### src/rtl/cuppa_chan_reg_bank.sv
// Per-channel trigger/waveform-buffer register pages, global arm/run strobes and
// a two-slot ping-pong readout-DPRAM handshake on the crs_master y-bus.
module cuppa_chan_reg_bank #(
    parameter int          N_CHANNELS = 2,
    parameter logic [11:0] CH_BASE    = 12'hf00,
    parameter int          THR_W      = 12,
    parameter logic [11:0] GLB_BASE   = 12'hdf0
) (
    input  logic                          clk,
    input  logic                          rst,
    input  logic [11:0]                   y_adr,
    input  logic                          y_wr,
    input  logic [15:0]                   y_wr_data,
    output logic [15:0]                   rd_data,
    output logic                          rd_hit,
    output logic [5*N_CHANNELS-1:0]       trig_ctl,
    output logic [THR_W*N_CHANNELS-1:0]   trig_thr,
    output logic [N_CHANNELS-1:0]         trig_run,
    output logic [6*N_CHANNELS-1:0]       wvb_pre,
    output logic [15*N_CHANNELS-1:0]      wvb_post,
    output logic [15*N_CHANNELS-1:0]      wvb_cnst,
    output logic [15*N_CHANNELS-1:0]      wvb_test,
    output logic [2*N_CHANNELS-1:0]       wvb_mode,
    output logic [N_CHANNELS-1:0]         wvb_arm,
    output logic [N_CHANNELS-1:0]         wvb_rst,
    input  logic [3*N_CHANNELS-1:0]       wvb_status,
    input  logic [10*N_CHANNELS-1:0]      wvb_n_wvf,
    input  logic [16*N_CHANNELS-1:0]      wvb_wused,
    input  logic                          rdout_run,
    input  logic [15:0]                   rdout_len,
    output logic                          rdout_slot,
    output logic                          dpram_busy
);

    localparam logic [3:0] OFF_TRIG_CTL = 4'd0;
    localparam logic [3:0] OFF_THR      = 4'd1;
    localparam logic [3:0] OFF_PRE      = 4'd2;
    localparam logic [3:0] OFF_POST     = 4'd3;
    localparam logic [3:0] OFF_CNST     = 4'd4;
    localparam logic [3:0] OFF_TEST     = 4'd5;
    localparam logic [3:0] OFF_MODE     = 4'd6;
    localparam logic [3:0] OFF_CTRL     = 4'd7;
    localparam logic [3:0] OFF_STATUS   = 4'd8;
    localparam logic [3:0] OFF_N_WVF    = 4'd9;
    localparam logic [3:0] OFF_WUSED    = 4'd10;

    localparam logic [1:0] GLB_ARM_ALL  = 2'd0;
    localparam logic [1:0] GLB_RUN_ALL  = 2'd1;
    localparam logic [1:0] GLB_LEN      = 2'd2;
    localparam logic [1:0] GLB_DONE     = 2'd3;

    logic [5*N_CHANNELS-1:0]     r_trig_ctl;
    logic [THR_W*N_CHANNELS-1:0] r_trig_thr;
    logic [N_CHANNELS-1:0]       r_trig_run;
    logic [6*N_CHANNELS-1:0]     r_wvb_pre;
    logic [15*N_CHANNELS-1:0]    r_wvb_post;
    logic [15*N_CHANNELS-1:0]    r_wvb_cnst;
    logic [15*N_CHANNELS-1:0]    r_wvb_test;
    logic [2*N_CHANNELS-1:0]     r_wvb_mode;
    logic [N_CHANNELS-1:0]       r_wvb_arm;
    logic [N_CHANNELS-1:0]       r_wvb_rst;

    logic [1:0]  r_count;
    logic        r_wr_idx;
    logic        r_head_idx;
    logic [15:0] r_len [2];

    logic [11:0]           w_ch_off;
    logic [11:0]           w_glb_off;
    logic [3:0]            w_reg;
    logic [N_CHANNELS-1:0] w_ch_sel;
    logic [N_CHANNELS-1:0] w_ctrl_wr;
    logic                  w_glb_sel;
    logic                  w_arm_all;
    logic                  w_run_all;
    logic                  w_done;
    logic                  w_release;
    logic                  w_capture;
    logic                  w_unused;

    assign w_ch_off  = y_adr - CH_BASE;
    assign w_glb_off = y_adr - GLB_BASE;
    assign w_reg     = w_ch_off[3:0];
    assign w_glb_sel = (y_adr >= GLB_BASE) && (w_glb_off < 12'd4);

    always_comb begin
        w_ch_sel  = '0;
        w_ctrl_wr = '0;
        for (int c = 0; c < N_CHANNELS; c++) begin
            w_ch_sel[c]  = (y_adr >= CH_BASE) && (w_ch_off[11:4] == 8'(c));
            w_ctrl_wr[c] = y_wr && w_ch_sel[c] && (w_reg == OFF_CTRL);
        end
    end

    assign w_arm_all = y_wr && w_glb_sel && (w_glb_off[1:0] == GLB_ARM_ALL) && y_wr_data[0];
    assign w_run_all = y_wr && w_glb_sel && (w_glb_off[1:0] == GLB_RUN_ALL) && y_wr_data[0];
    assign w_done    = y_wr && w_glb_sel && (w_glb_off[1:0] == GLB_DONE)    && y_wr_data[0];

    // A release frees the head slot in the same edge, so a capture that would
    // otherwise be dropped on a full buffer lands in the slot just freed.
    assign w_release = w_done && (r_count != 2'd0);
    assign w_capture = rdout_run && ((r_count != 2'd2) || w_release);

    // Bit 15 of the write bus has no destination in any register.
    assign w_unused = &{1'b0, y_wr_data[15]};

    // NOTE: sequential state uses non-blocking assignments so every register
    // samples the pre-edge values of the bus and of its neighbours.
    always_ff @(posedge clk) begin
        if (rst) begin
            r_trig_ctl <= '0;
            r_trig_thr <= '0;
            r_trig_run <= '0;
            r_wvb_pre  <= '0;
            r_wvb_post <= '0;
            r_wvb_cnst <= '0;
            r_wvb_test <= '0;
            r_wvb_mode <= '0;
            r_wvb_arm  <= '0;
            r_wvb_rst  <= '0;
        end else begin
            for (int c = 0; c < N_CHANNELS; c++) begin
                r_trig_run[c] <= (w_ctrl_wr[c] && y_wr_data[0]) || w_run_all;
                r_wvb_arm[c]  <= (w_ctrl_wr[c] && y_wr_data[1]) || w_arm_all;
                if (y_wr && w_ch_sel[c]) begin
                    case (w_reg)
                        OFF_TRIG_CTL: r_trig_ctl[5*c +: 5]         <= y_wr_data[4:0];
                        OFF_THR:      r_trig_thr[THR_W*c +: THR_W] <= y_wr_data[THR_W-1:0];
                        OFF_PRE:      r_wvb_pre[6*c +: 6]          <= y_wr_data[5:0];
                        OFF_POST:     r_wvb_post[15*c +: 15]       <= y_wr_data[14:0];
                        OFF_CNST:     r_wvb_cnst[15*c +: 15]       <= y_wr_data[14:0];
                        OFF_TEST:     r_wvb_test[15*c +: 15]       <= y_wr_data[14:0];
                        OFF_MODE:     r_wvb_mode[2*c +: 2]         <= y_wr_data[1:0];
                        OFF_CTRL:     r_wvb_rst[c]                 <= y_wr_data[2];
                        default: ;
                    endcase
                end
            end
        end
    end

    always_ff @(posedge clk) begin
        if (rst) begin
            r_count    <= 2'd0;
            r_wr_idx   <= 1'b0;
            r_head_idx <= 1'b0;
            r_len[0]   <= 16'd0;
            r_len[1]   <= 16'd0;
        end else begin
            if (w_capture) begin
                r_len[r_wr_idx] <= rdout_len;
                r_wr_idx        <= ~r_wr_idx;
            end
            if (w_release) begin
                r_head_idx <= ~r_head_idx;
            end
            case ({w_capture, w_release})
                2'b10:   r_count <= r_count + 2'd1;
                2'b01:   r_count <= r_count - 2'd1;
                default: ;
            endcase
        end
    end

    always_comb begin
        rd_data = '0;
        rd_hit  = 1'b0;
        for (int c = 0; c < N_CHANNELS; c++) begin
            if (w_ch_sel[c]) begin
                rd_hit = 1'b1;
                case (w_reg)
                    OFF_TRIG_CTL: rd_data[4:0]       = r_trig_ctl[5*c +: 5];
                    OFF_THR:      rd_data[THR_W-1:0] = r_trig_thr[THR_W*c +: THR_W];
                    OFF_PRE:      rd_data[5:0]       = r_wvb_pre[6*c +: 6];
                    OFF_POST:     rd_data[14:0]      = r_wvb_post[15*c +: 15];
                    OFF_CNST:     rd_data[14:0]      = r_wvb_cnst[15*c +: 15];
                    OFF_TEST:     rd_data[14:0]      = r_wvb_test[15*c +: 15];
                    OFF_MODE:     rd_data[1:0]       = r_wvb_mode[2*c +: 2];
                    OFF_CTRL:     rd_data[2]         = r_wvb_rst[c];
                    OFF_STATUS:   rd_data[2:0]       = wvb_status[3*c +: 3];
                    OFF_N_WVF:    rd_data[9:0]       = wvb_n_wvf[10*c +: 10];
                    OFF_WUSED:    rd_data            = wvb_wused[16*c +: 16];
                    default: ;
                endcase
            end
        end
        if (w_glb_sel) begin
            rd_hit = 1'b1;
            case (w_glb_off[1:0])
                GLB_LEN:  rd_data      = (r_count == 2'd0) ? 16'd0 : r_len[r_head_idx];
                GLB_DONE: rd_data[2:0] = {r_head_idx, r_count};
                default: ;
            endcase
        end
    end

    assign trig_ctl   = r_trig_ctl;
    assign trig_thr   = r_trig_thr;
    assign trig_run   = r_trig_run;
    assign wvb_pre    = r_wvb_pre;
    assign wvb_post   = r_wvb_post;
    assign wvb_cnst   = r_wvb_cnst;
    assign wvb_test   = r_wvb_test;
    assign wvb_mode   = r_wvb_mode;
    assign wvb_arm    = r_wvb_arm;
    assign wvb_rst    = r_wvb_rst;
    assign rdout_slot = r_wr_idx;
    assign dpram_busy = (r_count == 2'd2);

endmodule
### config.mk
export PLATFORM = sky130hd
export DESIGN_NAME = cuppa_chan_reg_bank
export DESIGN_NICKNAME = d
export VERILOG_FILES = /design/src/rtl/cuppa_chan_reg_bank.sv
export SDC_FILE = /design/constraint.sdc
export NUM_CORES = 1
export LEC_CHECK = 0
export ABC_AREA = 1
export BUFFER_PORTS_ARGS = -buffer_cell sky130_fd_sc_hd__buf_2
export CORE_UTILIZATION = 56
export DETAILED_ROUTE_END_ITERATION = 8
export MAX_ROUTING_LAYER = met4
export PLACE_DENSITY = 0.95
export SLEW_MARGIN = 20
export SYNTH_ARGS = -nofsm -noshare
export SYNTH_HDL_FRONTEND = slang
export SYNTH_SLANG_ARGS = --single-unit
### constraint.sdc
create_clock -name clk -period 5.5 [get_ports clk]
set_clock_uncertainty 0.05 [all_clocks]
set_input_delay 0.55 -clock clk [delete_from_list [all_inputs] [get_ports clk]]
set_output_delay 0.55 -clock clk [all_outputs]
set_load 0.01 [all_outputs]
Word level (Yosys, flattened, before mapping) --
Memory sizes are Yosys's and may differ from the RTL's. A register that Yosys moved wholly into a read port is not among the register bits. Index checks and enable logic that the tools add are counted.
Operators by class: $add $sub $neg 4, magnitude comparators 3, equal/unequal tests 18, muxes and demuxes 36, bitwise gates (word level) 2, reduce and logical (&&, ||, !) cells 48
Operators with widths (number):
- two-way mux 16 bit | 5
- case mux 4 bit (6 select lines) | 2
- case mux 2 bit (10 select lines) | 2
- case mux 2 bit (8 select lines) | 2
- AND reduction 2 bit | 16
- >= comparator 12 bit, second input constant | 2
- case mux 3 bit (4 select lines) | 2
- subtractor 12 bit, second input constant | 2
- logical AND 1 bit | 20
- case mux 1 bit (10 select lines) | 2
- case mux 2 bit (5 select lines) | 2
- == test 4 x 3 -> 1 bit, second input constant | 4
- OR reduction 16 bit | 1
- two-way mux 1 bit | 14
- case mux 1 bit (7 select lines) | 2
- two-way mux 13 bit | 1
- == test 4 bit, second input constant | 3
- < comparator 12 x 3 -> 1 bit, second input constant | 1
- == test 2 bit, second input constant | 4
- == test 4 x 2 -> 1 bit, second input constant | 2
- == test 8 x 1 -> 1 bit, second input constant | 1
- zero test 8 bit | 1
- case mux 3 bit (2 select lines) | 1
- logical OR 1 bit | 5
- 10 further kinds | 14
Storage, ports and cells: flip-flop bits (word level) 150, bits in writable memories 32, output and inout bits 165, logic and storage cells 133, memories kept 1
Memories:
- r_len | words 2, width 16, rd ports 1, clocked after memory_dff 1, wr ports 2, line 66 | logic [15:0] r_len [2];

Logic depth before layout (Yosys ltp) --
depth after elaboration 14, gate-level depth with buffers 12, depth with buffers taken out 11

Least setup slack after synthesis --
Ideal clock, no wire load.
path type input to register, start point input port y_adr[2], end point memory r_len[0][0] (enable), data arrival time 1.907 ns, setup slack 3.172 ns, cell stages on the path 10, buffers on the path 1, path through nor2_4 > nand3_2 > nor2_4 > nand3_2 > nand2_2 > nand2_2 > nor2_2 > nand2_2 > buf_6 > nand2_1
RTL lines:
- start: declaration | line 11 | input logic [11:0] y_adr,
- end: declaration | line 66

Final worst setup path --
start point input port y_adr[0], end point output port rd_data[14]
Between the ends: word-level cells in the longest chain between the ends 8, elaborated cells on any way between the ends 21, those cells by class add/sub: 2; order compare: 3; eq/ne: 6; mux: 6; reduce/logical: 4
Ends and longest elaborated chain:
- subtractor 12 bit | line 81 | assign w_ch_off = y_adr - CH_BASE;
- == test 4 bit (tied with other cells) | line 171 | case (w_reg)
- case mux 3 bit (4 select lines) / logical AND 1 bit (equally long branches) | line 171, 90
- two-way mux 16 bit | line 169 | if (w_ch_sel[c]) begin
- case mux 3 bit (4 select lines) | line 171
- two-way mux 16 bit | line 169
- two-way mux 13 bit | line 189 | case (w_glb_off[1:0])
- two-way mux 16 bit * | line 187 | if (w_glb_sel) begin
- end: declaration | line 14 | output logic [15:0] rd_data,
Every way passes the cells marked *; elsewhere a longest branch is shown, timed or not.

==> results by group <==
Worst hold path
  • Hold path depth: 3
  • HP Class: in2reg

Power and ir drop
  • Pleak: 0.00497 µW
  • Power density over the cells: 263 nW/µm²
  • VDD IR max: 0.233 mV

Critical path
  • R2R Setup Slk: 2.78 ns
  • Startpoint Class: primary input
  • WP data arrival: 2.74 ns
  • Reg2Reg Depth: 8
  • Max FO, Critical Path: 23
  • Crit end category: primary output
  • Type of the worst setup path: in2out
  • Data required, critical path: 4.90 ns

Clock network
  • CTS resizes: 0
  • Buffer count from post-CTS setup fixing: 0
  • Clock tree buffer depth: 2
  • Htree depth: 4
  • CTS tree: built
  • Clk root buf: clkbuf_16
  • CTS clk-pin slew, worst paths: 0.06 ns
  • Later-pin clock latency in the skew report: 0.44 ns
  • CTS Sinks: 183
  • CTS buffer count: 17
  • Cts hold-fix bufs: 0

Die
  • DIE WIDTH: 127 µm
  • Die Area: 16200 µm²
  • Core area: 15300 µm²
  • Initial Util: 0.575
  • Die height: 127 µm
  • I/O pin total: 271
  • Row count: 45

Synthesis
  • Synth area leaders: dfxtp_1, nand2_1, edfxtp_1
  • Synth warnings: 0
  • Top cell type's share of synthesized area: 0.345
  • Post-synthesis cell count: 1211
  • Top FF cell, synth: dfxtp_1
  • Sequential area share after synthesis: 0.454
  • Netlist Area Pre-Place: 8770 µm²
  • Count leader, synth: nand2_1
  • Syn_area_per_cell: 7.24 µm²
  • Ys async rst share: 0
  • Synth unique cells: 33
  • Net Count, Synth: 1317
  • Dominant cell type by area after synthesis: dfxtp_1
  • Commonest cells in the netlist: nand2_1, nor2_1, dfxtp_1
  • Post-synth EDFFs: 32
  • Number of synthesized register bits: 183

STA
  • RSZ-0062 raised after global routing: no
  • Min cycle time layout: 3.34 ns
  • Max Clk Rate: 299 MHz
  • Pins Over Slew Limit: 0
  • Hold Fails Final Rpt: 0
  • Final TNS setup: 0 ns
  • Final setup viols: 0
  • Worst Tran Pin Value: 1.08 ns
  • Rel. slew slack: 0.281
  • Fin crit share: 0.607

Global route
  • First-pass GRT wire length: 47500 µm
  • GR Overflow Total: 0
  • Initial antenna violation count: 2
  • Largest net degree at the start of global routing: 85
  • Vias in the first global route: 8977
  • Gr usage total: 0.399

Finish
  • Area Overhead vs Synth: 22.2%
  • Share of cells above drive strength 1: 0.241
  • Layout Nets: 1551
  • Final Core Density: 0.703

Route
  • Post-DR vias/cell: 5.85
  • Routed Antenna Nets: 0
  • Starting DRC count in detailed routing: 1329
  • DR pass1 iterations: 5
  • Post-route DRC: 0
  • Wirelength per Cell: 18.9 µm
  • DR vias: 9781
  • Detailed Route WL: 31600 µm

Place
  • Routability cong.: 0.943
  • Post-detail-place hpwl: 22300 µm
  • Input/output buffers: 269

Outcome
  • Status: completed

Flow run
  • Max_cap viols: 0
cell type report:
type                       count  area, µm²
fill                        1251       4540
antenna                        3       7.51
tap                          211        264
inverter                     139        522
clock inverter                14        149
clock buffer                  18        429
sequential                   183       3980
timing repair buffer         278       1410
multi-input combinational    826       3950
cells in the final DEF (no fill, tap or decap), types with 32 or more instances in the layout:
master	instances
nand2_1	273
buf_2	269
nand3_1	37
o21ai_0	106
a211oi_1	69
nor2_1	163
inv_1	137
dfxtp_1	151
a21oi_1	86
edfxtp_1	32
report_power, final:
part           internal, µW  total, µW  switching, µW
Combinational          55.3        197            142
Clock                   673       1230            553
Sequential             1380       1390           8.61
registers in the layout, summed over array words and instances (netlist names), named ones only:
signal	count
r_len	32
wvb_cnst	30
wvb_post	30
wvb_test	30
trig_thr	24
wvb_pre	12
trig_ctl	10
wvb_mode	4
r_count	2
trig_run	2
wvb_arm	2
wvb_rst	2
r_head_idx	1
rdout_slot	1
metal layers:
layer	vias up	global-route usage	routed length (µm)
li1	4450	-	-
met1	4355	0.475	11500
met2	808	0.610	14300
met3	168	0.0976	3960
met4	0	0.250	1870
met5	-	-	0
logic make-up after synthesis:
| kind of cell | after synthesis | synth area share |
|---|---|---|
| mux | 2 | 0.00228 |
| simple gates | 535 | 0.258 |
| buf+inv | 202 | 0.0960 |
| compound gates | 289 | 0.190 |
| flops | 183 | 0.454 |
path summary, 6_finish.rpt:
kind                       from            to
setup reg to reg     r_count[1]   r_len[0][2]
hold reg to reg    wvb_test[13]  wvb_test[13]
setup / recovery       y_adr[0]   rd_data[14]
hold / removal    rdout_len[15]  r_len[1][15]
worst max-delay path: stages:
cell	delay, ns
buf_2	0.13
inv_1	0.08
nand2_1	0.16
nor2_4	0.39
buf_4	0.39
nor2_1	0.11
nor2_1	0.28
o21ai_0	0.19
nand3_1	0.12
o21ai_0	0.10
inv_1	0.10
buf_2	0.14
stage by stage:
stage / std cells / total power (µW) / cell area (µm²) / hold WS [ns] / setup WS [ns]
after detailed placement: 1637 / 1610 / 10100 / 0.402 / 2.21
final: 1672 / 2820 / 10700 / 0.373 / 2.16
after CTS: 1669 / 2800 / 10700 / 0.370 / 2.20
after global placement: 1637 / 1600 / 10100 / 0.398 / 2.24
after floorplan: 1211 / 1520 / 8770 / 0.394 / 3.17
after global routing: 1671 / 2880 / 10700 / 0.387 / 2.02
No activity file was read; power rests on OpenSTA's default activity.
